<file path="config.mk">
export PLATFORM = sky130hd
export DESIGN_NAME = vga_pixel_pipe
export DESIGN_NICKNAME = d
export VERILOG_FILES = /design/src/rtl/sobel_vga_pkg.sv /design/src/rtl/pipe_delay.sv /design/src/rtl/vga_pixel_pipe.sv
export SDC_FILE = /design/constraint.sdc
export NUM_CORES = 1
export LEC_CHECK = 0
export ABC_AREA = 1
export ABC_CLOCK_PERIOD_IN_PS = 5600
export BUFFER_PORTS_ARGS = -buffer_cell sky130_fd_sc_hd__buf_2
export CORE_MARGIN = 2
export CORE_UTILIZATION = 30
export DETAILED_ROUTE_END_ITERATION = 16
export SYNTH_ARGS = -nofsm -noshare
export SYNTH_HDL_FRONTEND = slang
export SYNTH_SLANG_ARGS = --single-unit
</file>
<file path="constraint.sdc">
create_clock -name clk -period 5.6 [get_ports clk]
set_input_delay 1.68 -clock clk [delete_from_list [all_inputs] [get_ports clk]]
set_output_delay 1.68 -clock clk [all_outputs]
set_load 0.005 [all_outputs]
</file>
<file path="src/rtl/sobel_vga_pkg.sv">
// Shared constants and types for the Sobel/VGA display path.
// Holds 640x480@60 timing, frame-buffer image size and display-mode encodings.
package sobel_vga_pkg;

  localparam int H_ACTIVE = 640;
  localparam int H_FP     = 16;
  localparam int H_SYNC   = 96;
  localparam int H_BP     = 48;
  localparam int H_TOTAL  = H_ACTIVE + H_FP + H_SYNC + H_BP;

  localparam int V_ACTIVE = 480;
  localparam int V_FP     = 10;
  localparam int V_SYNC   = 2;
  localparam int V_BP     = 33;
  localparam int V_TOTAL  = V_ACTIVE + V_FP + V_SYNC + V_BP;

  localparam int IMG_W_DEF = 320;
  localparam int IMG_H_DEF = 240;

  typedef enum logic [1:0] {
    MODE_GRAY   = 2'b00,
    MODE_THRESH = 2'b01,
    MODE_INV    = 2'b10,
    MODE_BARS   = 2'b11
  } disp_mode_t;

  localparam logic [11:0] RGB_BLACK = 12'h000;
  localparam logic [11:0] RGB_WHITE = 12'hFFF;

  // Replicates a 4-bit intensity onto all three colour channels.
  function automatic logic [11:0] gray_rgb(input logic [3:0] nib);
    return {nib, nib, nib};
  endfunction

endpackage

</file>
<file path="src/rtl/pipe_delay.sv">
// Fixed-depth shift register with synchronous active-low reset.
// Every stage resets to RST_VAL so a flushed line never emits stale data.
module pipe_delay #(
  parameter int               WIDTH   = 1,
  parameter int               DEPTH   = 1,
  parameter logic [WIDTH-1:0] RST_VAL = '0
) (
  input  logic             clk,
  input  logic             rst_n,
  input  logic [WIDTH-1:0] din,
  output logic [WIDTH-1:0] dout
);

  logic [WIDTH-1:0] stage [DEPTH];

  always_ff @(posedge clk) begin
    if (!rst_n) begin
      for (int i = 0; i < DEPTH; i++) stage[i] <= RST_VAL;
    end else begin
      stage[0] <= din;
      for (int i = 1; i < DEPTH; i++) stage[i] <= stage[i-1];
    end
  end

  assign dout = stage[DEPTH-1];

endmodule

</file>
<file path="src/rtl/vga_pixel_pipe.sv">
// Frame-buffer read addressing, pixel colour mapping and sync realignment
// between vga_controller and the VGA pins, with 2x upscale and buffer swap.
module vga_pixel_pipe
  import sobel_vga_pkg::*;
#(
  parameter int IMG_W  = IMG_W_DEF,
  parameter int IMG_H  = IMG_H_DEF,
  parameter int ADDR_W = 17,
  parameter int DATA_W = 8,
  parameter int RD_LAT = 2
) (
  input  logic              clk,
  input  logic              rst_n,
  input  logic [10:0]       h_cnt,
  input  logic [9:0]        v_cnt,
  input  logic              hsync_in,
  input  logic              vsync_in,
  input  logic              de_in,
  input  logic [1:0]        mode,
  input  logic [7:0]        threshold,
  input  logic              swap_req,
  output logic [ADDR_W-1:0] rd_addr,
  output logic              rd_sel,
  output logic              rd_en,
  input  logic [DATA_W-1:0] rd_data,
  output logic [11:0]       rgb,
  output logic              hsync,
  output logic              vsync,
  output logic              de,
  output logic              swap_ack,
  output logic              frame_start
);

  // ---------------------------------------------------------------------
  // Address stage: 2x upscale drops the counter LSBs. The row multiply by
  // 320 is built from two shifts (256 + 64) so it stays in plain adders.
  // ---------------------------------------------------------------------
  logic [8:0]        row;
  logic [9:0]        col;
  logic              in_active;
  logic [ADDR_W-1:0] addr_next;
  logic [2:0]        bar_q;
  logic              unused_lsb;

  assign row        = v_cnt[9:1];
  assign col        = h_cnt[10:1];
  assign in_active  = (h_cnt < 11'(H_ACTIVE)) && (v_cnt < 10'(V_ACTIVE));
  assign addr_next  = ADDR_W'({row, 8'b0}) + ADDR_W'({row, 6'b0}) + ADDR_W'(col);
  assign unused_lsb = ^{h_cnt[0], v_cnt[0]};

  always_ff @(posedge clk) begin
    if (!rst_n) begin
      rd_addr <= '0;
      rd_en   <= 1'b0;
      bar_q   <= 3'd0;
    end else begin
      rd_addr <= in_active ? addr_next : '0;
      rd_en   <= in_active;
      bar_q   <= h_cnt[8:6];
    end
  end

  // ---------------------------------------------------------------------
  // Sideband delay: the controller's syncs already lag the counters by one
  // cycle, matching bar_q. RD_LAT stages here plus the output register
  // below give RD_LAT+1 total, landing them on the same cycle as rgb.
  // RD_LAT must be at least 1.
  // ---------------------------------------------------------------------
  localparam int               SB_W   = 6;
  localparam logic [SB_W-1:0]  SB_RST = {1'b1, 1'b1, 1'b0, 3'd0};

  logic [SB_W-1:0] sb_in;
  logic [SB_W-1:0] sb_out;
  logic            dly_hs;
  logic            dly_vs;
  logic            dly_de;
  logic [2:0]      dly_bar;

  assign sb_in = {hsync_in, vsync_in, de_in, bar_q};

  pipe_delay #(
    .WIDTH   (SB_W),
    .DEPTH   (RD_LAT),
    .RST_VAL (SB_RST)
  ) u_sb_delay (
    .clk   (clk),
    .rst_n (rst_n),
    .din   (sb_in),
    .dout  (sb_out)
  );

  assign {dly_hs, dly_vs, dly_de, dly_bar} = sb_out;

  // ---------------------------------------------------------------------
  // Frame boundary = vsync_in falling edge. Mode/threshold are latched
  // only here so a frame is always rendered with one consistent setting.
  // Swap handshake: swap_req is a level owned by the Sobel engine; it is
  // sampled only on the boundary cycle, the swap is applied and swap_ack
  // pulses for one cycle, and the engine must drop swap_req on swap_ack
  // or the buffers flip again at the following boundary.
  // ---------------------------------------------------------------------
  logic       vs_prev;
  logic       vs_fall;
  disp_mode_t mode_q;
  logic [7:0] thr_q;

  assign vs_fall = vs_prev & ~vsync_in;

  always_ff @(posedge clk) begin
    if (!rst_n) begin
      vs_prev     <= 1'b1;
      mode_q      <= MODE_GRAY;
      thr_q       <= 8'd0;
      rd_sel      <= 1'b0;
      swap_ack    <= 1'b0;
      frame_start <= 1'b0;
    end else begin
      vs_prev     <= vsync_in;
      frame_start <= vs_fall;
      swap_ack    <= vs_fall & swap_req;
      if (vs_fall) begin
        mode_q <= disp_mode_t'(mode);
        thr_q  <= threshold;
        if (swap_req) rd_sel <= ~rd_sel;
      end
    end
  end

  // ---------------------------------------------------------------------
  // Pixel stage: colour map the returned pixel, blank outside active video.
  // ---------------------------------------------------------------------
  logic [3:0]  nib;
  logic [11:0] pix_next;

  assign nib = rd_data[DATA_W-1 -: 4];

  always_comb begin
    pix_next = RGB_BLACK;
    case (mode_q)
      MODE_GRAY:   pix_next = gray_rgb(nib);
      MODE_THRESH: pix_next = (rd_data >= DATA_W'(thr_q)) ? RGB_WHITE : RGB_BLACK;
      MODE_INV:    pix_next = gray_rgb(~nib);
      MODE_BARS:   pix_next = {{4{dly_bar[2]}}, {4{dly_bar[1]}}, {4{dly_bar[0]}}};
      default:     pix_next = RGB_BLACK;
    endcase
  end

  always_ff @(posedge clk) begin
    if (!rst_n) begin
      rgb   <= RGB_BLACK;
      hsync <= 1'b1;
      vsync <= 1'b1;
      de    <= 1'b0;
    end else begin
      rgb   <= dly_de ? pix_next : RGB_BLACK;
      hsync <= dly_hs;
      vsync <= dly_vs;
      de    <= dly_de;
    end
  end

endmodule

</file>
==> results of run 1 <==
-- worst min-delay path, stage by stage, from the launching register on --
cell and delay (ns):
dfxtp_1 0.31, nand2_1 0.04, inv_1 0.04
-- power by group through the flow --
stage | registers (W) | logic, W | clock network [W]
global route | 0.000459 | 0.000180 | 0.000378
finish | 0.000457 | 0.000153 | 0.000341
CTS | 0.000457 | 0.000157 | 0.000361
floorplan | 0.000467 | 0.000105 | 0
detailed placement | 0.000467 | 0.000155 | 0
global placement | 0.000467 | 0.000153 | 0
-- flip-flops by register name (all words and copies together) (netlist names) --
signal	flops
bar_q	3
vsync	1
rd_addr	17
swap_ack	1
rgb	12
mode_q	2
de	1
rd_en	1
rd_sel	1
thr_q	8
u_sb_delay.stage	12
hsync	1
frame_start	1
-- logic make-up after synthesis --
| kind of cell | after synthesis | synth area share |
|---|---|---|
| fa+ha+maj | 27 | 0.131 |
| buf+inv | 85 | 0.119 |
| xor+xnor | 1 | 0.00319 |
| simple gates | 129 | 0.209 |
| flops | 61 | 0.445 |
| compound gates | 43 | 0.0934 |
-- layer usage --
metal,track usage,vias up
met2,0.203,62
met3,0.0436,8
met1,0.141,1015
li1,-,1231
met4,0.0537,0
met5,0,-
-- final cells by class --
| cell class | instances | area share |
|---|---|---|
| multi-input combinational | 200 | 0.350 |
| tap | 108 | 0.0395 |
| inverter | 79 | 0.0881 |
| clock buffer | 9 | 0.0362 |
| timing repair buffer | 78 | 0.114 |
| sequential | 61 | 0.357 |
| clock inverter | 7 | 0.0154 |
-- final timing paths --
kind                                     startpoint                                 to  slack [ns]
setup / recovery                           h_cnt[9]             rd_addr[15]$_SDFF_PN0_        2.26
hold / removal    u_sb_delay.stage[0][2]$_SDFF_PN0_  u_sb_delay.stage[0][8]$_SDFF_PN0_        0.41
setup reg to reg              thr_q[3]$_SDFFE_PN0P_                  rgb[0]$_SDFF_PN0_        3.98
hold reg to reg   u_sb_delay.stage[0][2]$_SDFF_PN0_  u_sb_delay.stage[0][8]$_SDFF_PN0_        0.41
-- per-stage QoR --
| stage | total power [W] | hold slack, ns | setup WS [ns] |
|---|---|---|---|
| global route | 0.00102 | 0.428 | 2.17 |
| CTS | 0.000975 | 0.411 | 2.27 |
| floorplan | 0.000572 | 0.390 | 2.19 |
| global placement | 0.000619 | 0.393 | 1.92 |
| finish | 0.000951 | 0.407 | 2.26 |
| detailed placement | 0.000623 | 0.398 | 1.89 |
-- cell usage in the layout (no fill, tap or decap), types with 5 or more instances in the layout --
master	n
clkbuf_8	9
inv_1	76
ha_1	24
nand2_1	67
nor2_1	26
nand3_1	21
buf_2	78
a21oi_1	17
or2_2	5
o21ai_0	12
a21oi_2	5
dfxtp_1	61
==> impl_summary.log, run 1 <==
[metrics] run status: finished, final reports clean
[metrics] share of cells above drive strength 1: 0.263
[metrics] routed length on met2: 2580 um
[metrics] asr flop ratio synth: 0
[metrics] synthesis warning total: 0
[metrics] Required @ worst endpoint: 5.83 ns
[metrics] Post-Route WL: 5600 um
[metrics] FF/Latch Area: between 1000 and 1500 um2
[metrics] Leak: 1.98 nW
[metrics] number of hold buffers added after CTS: 0
[metrics] main flop type after synthesis: dfxtp_1
[metrics] Total Die Area: 9940 um2
[metrics] crit path buf inv count: 3
[metrics] Longest Clk Path Bufs: 2
[metrics] antenna diode count: 0
[metrics] detailed router's first-iteration violation count: 25
[metrics] setup repair after global routing missed its margin: false
[metrics] vias in the first global route: 2,214
[metrics] initial cell density of the core: 0.312
[metrics] cell count after placement: 526
[metrics] number of hold violations in the final report: 0
[metrics] class of the most critical setup path: input pin to flip-flop
[metrics] Core Footprint: 8810 um2
[metrics] # rows: 34
[metrics] number of instances in the synthesized netlist: 346
[metrics] largest clock skew in the final design: about 0.0098 ns
[metrics] Post-synth EDFFs: 0
[metrics] flops & latches, synth: 61
[metrics] critical path startpoint category: input pin
[metrics] Max rail drop VDD: 0.119 mV
[metrics] Top Metal Used: met4
[metrics] Hold WC Path Type: flip-flop to flip-flop
[metrics] all-layer global routing usage: 0.122
[metrics] share of the clock period used by the worst path after layout: 0.597
[metrics] initial antenna violation count: 0
[metrics] sum of net half-perimeters after detailed placement: 4420 um
[metrics] proportion of total power due to net switching: 0.292
[metrics] number of ports placed on the die boundary: 81
[metrics] CP Max Fanout: 4
[metrics] switching power: 0.000278 W
[metrics] via count of the routed design: roughly 2.3k
[metrics] area share of the largest cell type after synthesis: 0.445
[metrics] ranking of synthesized cells by area: dfxtp_1 (44%), ha_1 (11%), inv_1 (10%)
[metrics] count of cells along the worst hold path: 2
[metrics] number of max-cap violations: 0
[metrics] RD Place Congestion: 0.808
[metrics] net total in the final layout: ~500
[metrics] DRC viols: 0
[metrics] endpoint arrival time on the critical path: 3.58 ns
[metrics] max frequency: around 300 MHz
[metrics] clock latency on the worst-skew pair: 0.34 ns
[metrics] post-CTS setup buffer count: 0
[metrics] Worst Reg2Reg Path Length in Cells: 12
[metrics] power per standard cell area: approximately 280 nW/um2
[metrics] maximum number of pins on one net before global-route repair: 25
[metrics] total length of routed met3 wires: 338 um
[metrics] max-slew headroom at the worst pin: 0.737
[metrics] element type at the critical path end: flip-flop
[metrics] dominant cell by count in the synthesized netlist: inv_1
[metrics] CP Depth: 10
[metrics] I/O Buffers: 78
[metrics] total congestion overflow: 0
[metrics] critical-path cell list: buf_2 > fa_1 > inv_1 > fa_1 > inv_1 > nand3_1 > nand2_1 > nand4_1 > a21oi_1 > nor2_1
[metrics] area used by multi-input combinational logic: 1200 um2
[metrics] TritonCTS clock tree: built
[metrics] wire length the detailed router placed on met1: 2570 um
[metrics] Placement Cell Area: about 3200 um2
[metrics] Setup Total Neg Slack: 0 ns
[metrics] post-synthesis sequential area ratio: 0.445
[metrics] kind of cell adding the most delay to the critical path: adder cells
[metrics] Synth area leader: dfxtp_1
[metrics] Final setup violation count: 0
[metrics] post-layout min period: 3.34 ns
[metrics] part of the total power dissipated in combinational logic: 0.161
[metrics] Post-Syn Nets: ~420
[metrics] CP max stage cell: fa_1
[metrics] number of buffers created by CTS: 9
[metrics] count of clock tree sinks: 61
[metrics] Worst-Margin Slew: approximately 0.39 ns
[metrics] area growth from synthesis to layout: 24.6%
[metrics] sequential group share of total power: 0.480
[metrics] mean routed wirelength per cell: 10.3 um
[metrics] height of the die: around 100 um
[metrics] H-tree level count: 3
[metrics] Die Span X: 99.7 um
[metrics] internal power: 0.000674 W
[metrics] Post-synth top cells: inv_1 (76), nand2_1 (67), dfxtp_1 (61)
[metrics] number of max-slew violations in the final report: 0
[metrics] post_cts resized: 0
[metrics] Cell Area, Synth: 2750 um2
[metrics] count of filler cells inserted in the layout: 962
[metrics] cell area after layout: between 3000 and 4000 um2
[metrics] synthesized area per cell: roughly 7.9 um2
[metrics] library cell used as clock root buffer: clkbuf_8
[metrics] clock-pin slew reported for the worst setup and hold paths after clock tree synthesis: approximately 0.07 ns
[metrics] fraction of the core area covered by cells at the end of the flow: 0.389
[metrics] slowest cell delay on critical path: 0.57 ns
[metrics] number of vias per cell: 4.27
[metrics] DRT Pass-1 Iters: 4
[metrics] wire length of the first global-routing pass: about 9600 um
[metrics] part of the total power dissipated in the clock network: 0.358
[metrics] Layout Cells excl Fill: 542
[metrics] number of nets with antenna violations after detailed routing: 0
[metrics] Yosys cell types: 27
No activity file was read; power rests on OpenSTA's default activity.
==> run 2: changes to the inputs <==
ABC_CLOCK_PERIOD_IN_PS = 2900   (was 5600)
clock period = 2.9 ns   (was 5.6 ns; I/O delays follow)
==> impl_summary.log, run 2 (synthesis results as in run 1) <==
[metrics] Longest Clk Path Bufs: 2
[metrics] # rows: 34
[metrics] overall power of the completed layout: slightly below 0.002 W
[metrics] cell count after placement: 530
[metrics] height of the die: 99.7 um
[metrics] H-tree level count: 3
[metrics] largest clock skew in the final design: between 0.005 and 0.006 ns
[metrics] Largest regs: rd_addr x17, rgb x12, u_sb_delay.stage x12
[metrics] post-layout min period: 2.46 ns
[metrics] power per standard cell area: approximately 560 nW/um2
[metrics] most frequent cells in the layout: buf_2 (78), inv_1 (76), nand2_1 (67)
[metrics] vias in the first global route: 2,250
[metrics] library cell used as clock root buffer: clkbuf_8
[metrics] clock latency on the worst-skew pair: ~0.33 ns
[metrics] Layout Cells excl Fill: 546
[metrics] Die Span X: 99.7 um
[metrics] post-CTS setup buffer count: 0
[metrics] class of the most critical setup path: input pin to flip-flop
[metrics] net total in the final layout: 505
[metrics] number of max-cap violations: 0
[metrics] DRC viols: 0
[metrics] initial antenna violation count: 0
[metrics] CP Max Fanout: 3
[metrics] number of max-slew violations in the final report: 0
[metrics] number of hold violations in the final report: 0
[metrics] total length of routed met3 wires: 364 um
[metrics] count of clock tree sinks: 61
[metrics] sum of net half-perimeters after detailed placement: 4520 um
[metrics] maximum number of pins on one net before global-route repair: 24
[metrics] number of nets with antenna violations after detailed routing: 0
[metrics] via count of the routed design: approximately 2.3k
[metrics] most frequent standard cell in the layout excluding fill and tap cells: buf_2
[metrics] largest register by flop count: rd_addr
[metrics] antenna diode count: 0
[metrics] count of filler cells inserted in the layout: 940
[metrics] share of the clock period used by the worst path after layout: 0.847
[metrics] Hold WC Path Type: flip-flop to flip-flop
[metrics] all-layer global routing usage: 0.125
[metrics] wire length the detailed router placed on met1: 2780 um
[metrics] I/O Buffers: 78
[metrics] DRT Pass-1 Iters: 5
[metrics] area growth from synthesis to layout: 26.6%
[metrics] number of vias per cell: 4.27
[metrics] RD Place Congestion: 0.831
[metrics] Core Footprint: between 8000 and 9000 um2
[metrics] Required @ worst endpoint: 3.13 ns
[metrics] Post-Route WL: between 5000 and 6000 um
[metrics] Max rail drop VDD: 0.174 mV
[metrics] number of ports placed on the die boundary: 81
[metrics] share of cells above drive strength 1: 0.269
[metrics] cell area after layout: 3480 um2
[metrics] critical path startpoint category: input pin
[metrics] number of flip-flops in the largest register: 17
[metrics] endpoint arrival time on the critical path: 2.68 ns
[metrics] Total Die Area: 9940 um2
[metrics] Placement Cell Area: 3280 um2
[metrics] max-slew headroom at the worst pin: 0.772
[metrics] mean routed wirelength per cell: 10.6 um
[metrics] Worst-Margin Slew: 0.341 ns
[metrics] element type at the critical path end: flip-flop
[metrics] number of hold buffers added after CTS: 0
[metrics] initial cell density of the core: 0.312
[metrics] total congestion overflow: 0
[metrics] max frequency: 407 MHz
[metrics] TritonCTS clock tree: built
[metrics] post_cts resized: 0
[metrics] detailed router's first-iteration violation count: 26
[metrics] routed length on met2: 2530 um
[metrics] run status: finished, final reports clean
[metrics] wire length of the first global-routing pass: 9870 um
[metrics] clock-pin slew reported for the worst setup and hold paths after clock tree synthesis: 0.07 ns
[metrics] Leak: about 2.0 nW
[metrics] setup repair after global routing missed its margin: false
[metrics] number of buffers created by CTS: 9
[metrics] Final setup violation count: 0
[metrics] Top Metal Used: met4
[metrics] Setup Total Neg Slack: 0 ns
run 2: cell type report:
type	count	area, um2	share of cell area
clock buffer	10	138	0.0396
clock inverter	6	62.6	0.0180
inverter	79	302	0.0867
multi-input combinational	200	1200	0.345
sequential	61	1220	0.351
tap	108	135	0.0389
timing repair buffer	82	420	0.121
run 2: power by group:
group	internal [W]	leakage, nW	switching [W]
sequential	0.000872	0.499	0.0000118
combinational	0.000127	1.41	0.000183
clock	0.000416	0.0943	0.000332
run 2: worst max-delay path, stage by stage:
cell     delay [ns]
buf_2          0.11
fa_1           0.56
inv_1          0.07
fa_1           0.42
inv_1          0.08
nand3_1        0.06
nand2_1        0.13
nand4_1        0.14
a21oi_1        0.17
nor2_1         0.06
run 2: routing by layer:
layer | up-vias | GRT usage
met2 | 67 | 0.198
met3 | 14 | 0.0394
met5 | - | 0
met1 | 1009 | 0.156
met4 | 0 | 0.0580
li1 | 1241 | -
run 2: path summary, 6_finish.rpt:
check,start,endpoint,slack (ns),cells after the start
setup / recovery,h_cnt[9],rd_addr[15]$_SDFF_PN0_,0.44,10
hold / removal,bar_q[1]$_SDFF_PN0_,u_sb_delay.stage[0][1]$_SDFF_PN0_,0.41,2
hold reg to reg,bar_q[1]$_SDFF_PN0_,u_sb_delay.stage[0][1]$_SDFF_PN0_,0.41,2
setup reg to reg,thr_q[3]$_SDFFE_PN0P_,rgb[0]$_SDFF_PN0_,1.30,12
run 2: through the flow:
step | hold WS [ns] | util | setup WS (ns)
finish | 0.409 | 0.395 | 0.443
global route | 0.432 | 0.395 | 0.312
CTS | 0.413 | 0.395 | 0.476
detailed placement | 0.395 | 0.372 | 0.107
global placement | 0.393 | 0.372 | 0.142
floorplan | 0.390 | - | 0.300
==> run 3: changes to the inputs <==
ABC_CLOCK_PERIOD_IN_PS = 2400   (was 2900)
clock period = 2.4 ns   (was 2.9 ns; I/O delays follow)
==> impl_summary.log, run 3 (synthesis results as in run 1) <==
[metrics] run status: finished, final reports clean
[metrics] largest clock skew in the final design: a little over 0.008 ns
[metrics] setup repair after global routing missed its margin: false
[metrics] library cell used as clock root buffer: clkbuf_8
[metrics] Max rail drop VDD: about 0.28 mV
[metrics] sequential group share of total power: 0.428
[metrics] most frequent cells in the layout: buf_2 (78), inv_1 (75), nand2_1 (66)
[metrics] cell type with the highest occurrence count on the critical path: fa_1
[metrics] all-layer global routing usage: 0.124
[metrics] max frequency: 442 MHz
[metrics] critical path startpoint category: input pin
[metrics] number of buffers created by CTS: 9
[metrics] part of the total power dissipated in combinational logic: 0.159
[metrics] initial cell density of the core: 0.312
[metrics] share of the clock period used by the worst path after layout: 0.943
[metrics] startpoint of the most critical register-to-register path: thr_q[3]$_SDFFE_PN0P_
[metrics] element type at the critical path end: flip-flop
[metrics] slowest cell delay on critical path: 0.57 ns
[metrics] # rows: 34
[metrics] post-CTS setup buffer count: 0
[metrics] clock latency on the worst-skew pair: 0.33 ns
[metrics] count of cells along the worst hold path: 1
[metrics] initial antenna violation count: 0
[metrics] Total Die Area: 9940 um2
[metrics] worst path setup slack after routing: 0.136 ns
[metrics] count of clock tree sinks: a little over 60
[metrics] vias in the first global route: around 2.2k
[metrics] post-layout min period: 2.26 ns
[metrics] part of the total power dissipated in the clock network: 0.413
[metrics] detailed router's first-iteration violation count: 38
[metrics] hold path startpoint: u_sb_delay.stage[0][5]$_SDFF_PN1_
[metrics] hold-critical path endpoint: u_sb_delay.stage[0][11]$_SDFF_PN1_
[metrics] Worst-Margin Slew: 0.337 ns
[metrics] number of ports placed on the die boundary: 81
[metrics] number of flip-flops in the largest register: 17
[metrics] proportion of total power due to net switching: 0.253
[metrics] switching power: 0.000631 W
[metrics] overall power of the completed layout: 0.00249 W
[metrics] Largest regs: rd_addr x17, rgb x12, u_sb_delay.stage x12
[metrics] number of hold buffers added after CTS: 0
[metrics] Final setup violation count: 0
[metrics] height of the die: 99.7 um
[metrics] CP Max Fanout: 3
[metrics] sum of net half-perimeters after detailed placement: between 4000 and 5000 um
[metrics] DRC viols: 0
[metrics] endpoint arrival time on the critical path: 2.49 ns
[metrics] number of max-slew violations in the final report: 0
[metrics] antenna diode count: 0
[metrics] number of max-cap violations: 0
[metrics] max-slew headroom at the worst pin: 0.775
[metrics] via count of the routed design: 2,387
[metrics] largest register by flop count: rd_addr
[metrics] I/O Buffers: 78
[metrics] reg2reg setup slack: 0.78 ns
[metrics] Die Span X: roughly 100 um
[metrics] mean routed wirelength per cell: 10.5 um
[metrics] class of the most critical setup path: input pin to flip-flop
[metrics] area growth from synthesis to layout: 29.8%
[metrics] critical-path cell list: buf_2 > fa_1 > inv_1 > fa_1 > inv_2 > nand3_1 > nand2_2 > nand4_1 > a21oi_1 > nor2_1
[metrics] net total in the final layout: approximately 510
[metrics] share of cells above drive strength 1: 0.285
[metrics] number of vias per cell: 4.31
[metrics] Leak: 2.07 nW
[metrics] wire length of the first global-routing pass: 9560 um
[metrics] maximum number of pins on one net before global-route repair: 24
[metrics] crit path buf inv count: 3
[metrics] H-tree level count: 3
[metrics] DRT Pass-1 Iters: 4
[metrics] CP max stage cell: fa_1
[metrics] Required @ worst endpoint: roughly 2.6 ns
[metrics] number of nets with antenna violations after detailed routing: 0
[metrics] post_cts resized: 0
[metrics] power per standard cell area: 700 nW/um2
[metrics] Worst Reg2Reg Path Length in Cells: 12
[metrics] clock-pin slew reported for the worst setup and hold paths after clock tree synthesis: 0.07 ns
[metrics] pre-CTS setup slack: -0.215 ns
[metrics] Post-Route WL: 5840 um
[metrics] kind of cell adding the most delay to the critical path: adder cells
[metrics] total congestion overflow: 0
[metrics] TritonCTS clock tree: built
[metrics] Hold WC Path Type: flip-flop to flip-flop
[metrics] number of hold violations in the final report: 0
[metrics] Layout Cells excl Fill: 554
[metrics] RD Place Congestion: 0.786
[metrics] Longest Clk Path Bufs: 2
[metrics] most frequent standard cell in the layout excluding fill and tap cells: buf_2
[metrics] capture point of the worst reg-to-reg path: rgb[1]$_SDFF_PN0_
[metrics] cell count after placement: 538
[metrics] internal power: 0.00186 W
[metrics] Core Footprint: 8810 um2
run 3: how the worst max path moves through the flow:
stage,startpoint,to,slack (ns),depth (start not counted)
after CTS,h_cnt[9],rd_addr[15]$_SDFF_PN0_,0.14,10
final,h_cnt[9],rd_addr[15]$_SDFF_PN0_,0.14,10
after global placement,h_cnt[9],rd_addr[15]$_SDFF_PN0_,-0.18,10
after detailed placement,h_cnt[9],rd_addr[15]$_SDFF_PN0_,-0.22,10
after global routing,h_cnt[9],rd_addr[15]$_SDFF_PN0_,0.02,10
after floorplan,h_cnt[9],rd_addr[15]$_SDFF_PN0_,0.003,9
run 3: cell type report:
type	count	area (um2)
Timing Repair Buffer	90	480
Tap cell	108	135
Fill cell	931	5240
Sequential cell	61	1220
Inverter	79	302
Clock buffer	12	155
Clock inverter	4	70.1
Multi-Input combinational cell	200	1200
run 3: per-layer routing:
layer  up-vias  GRT usage  share of wire
li1       1253          -              -
met2        69      0.203           0.46
met4         0     0.0506          0.013
met3         8     0.0415          0.059
met1      1057      0.149           0.47
met5         -          0              0
run 3: power groups by stage:
stage | Combinational (W) | Sequential (W) | Clock (W)
floorplan | 0.000248 | 0.00109 | 0
global placement | 0.000392 | 0.00109 | 0
detailed placement | 0.000399 | 0.00109 | 0
CTS | 0.000402 | 0.00107 | 0.00107
global route | 0.000457 | 0.00107 | 0.00111
finish | 0.000396 | 0.00107 | 0.00103
run 3: through the flow:
| step | util | setup TNS [ns] | hold slack (ns) | area, um2 |
|---|---|---|---|---|
| after detailed placement | 0.379 | -0.554 | 0.398 | 3340 |
| after floorplan | - | 0 | 0.390 | 2750 |
| final | 0.405 | 0 | 0.407 | 3560 |
| after global placement | 0.379 | -0.383 | 0.393 | 3340 |
| after global routing | 0.405 | 0 | 0.427 | 3560 |
| after CTS | 0.405 | 0 | 0.412 | 3560 |
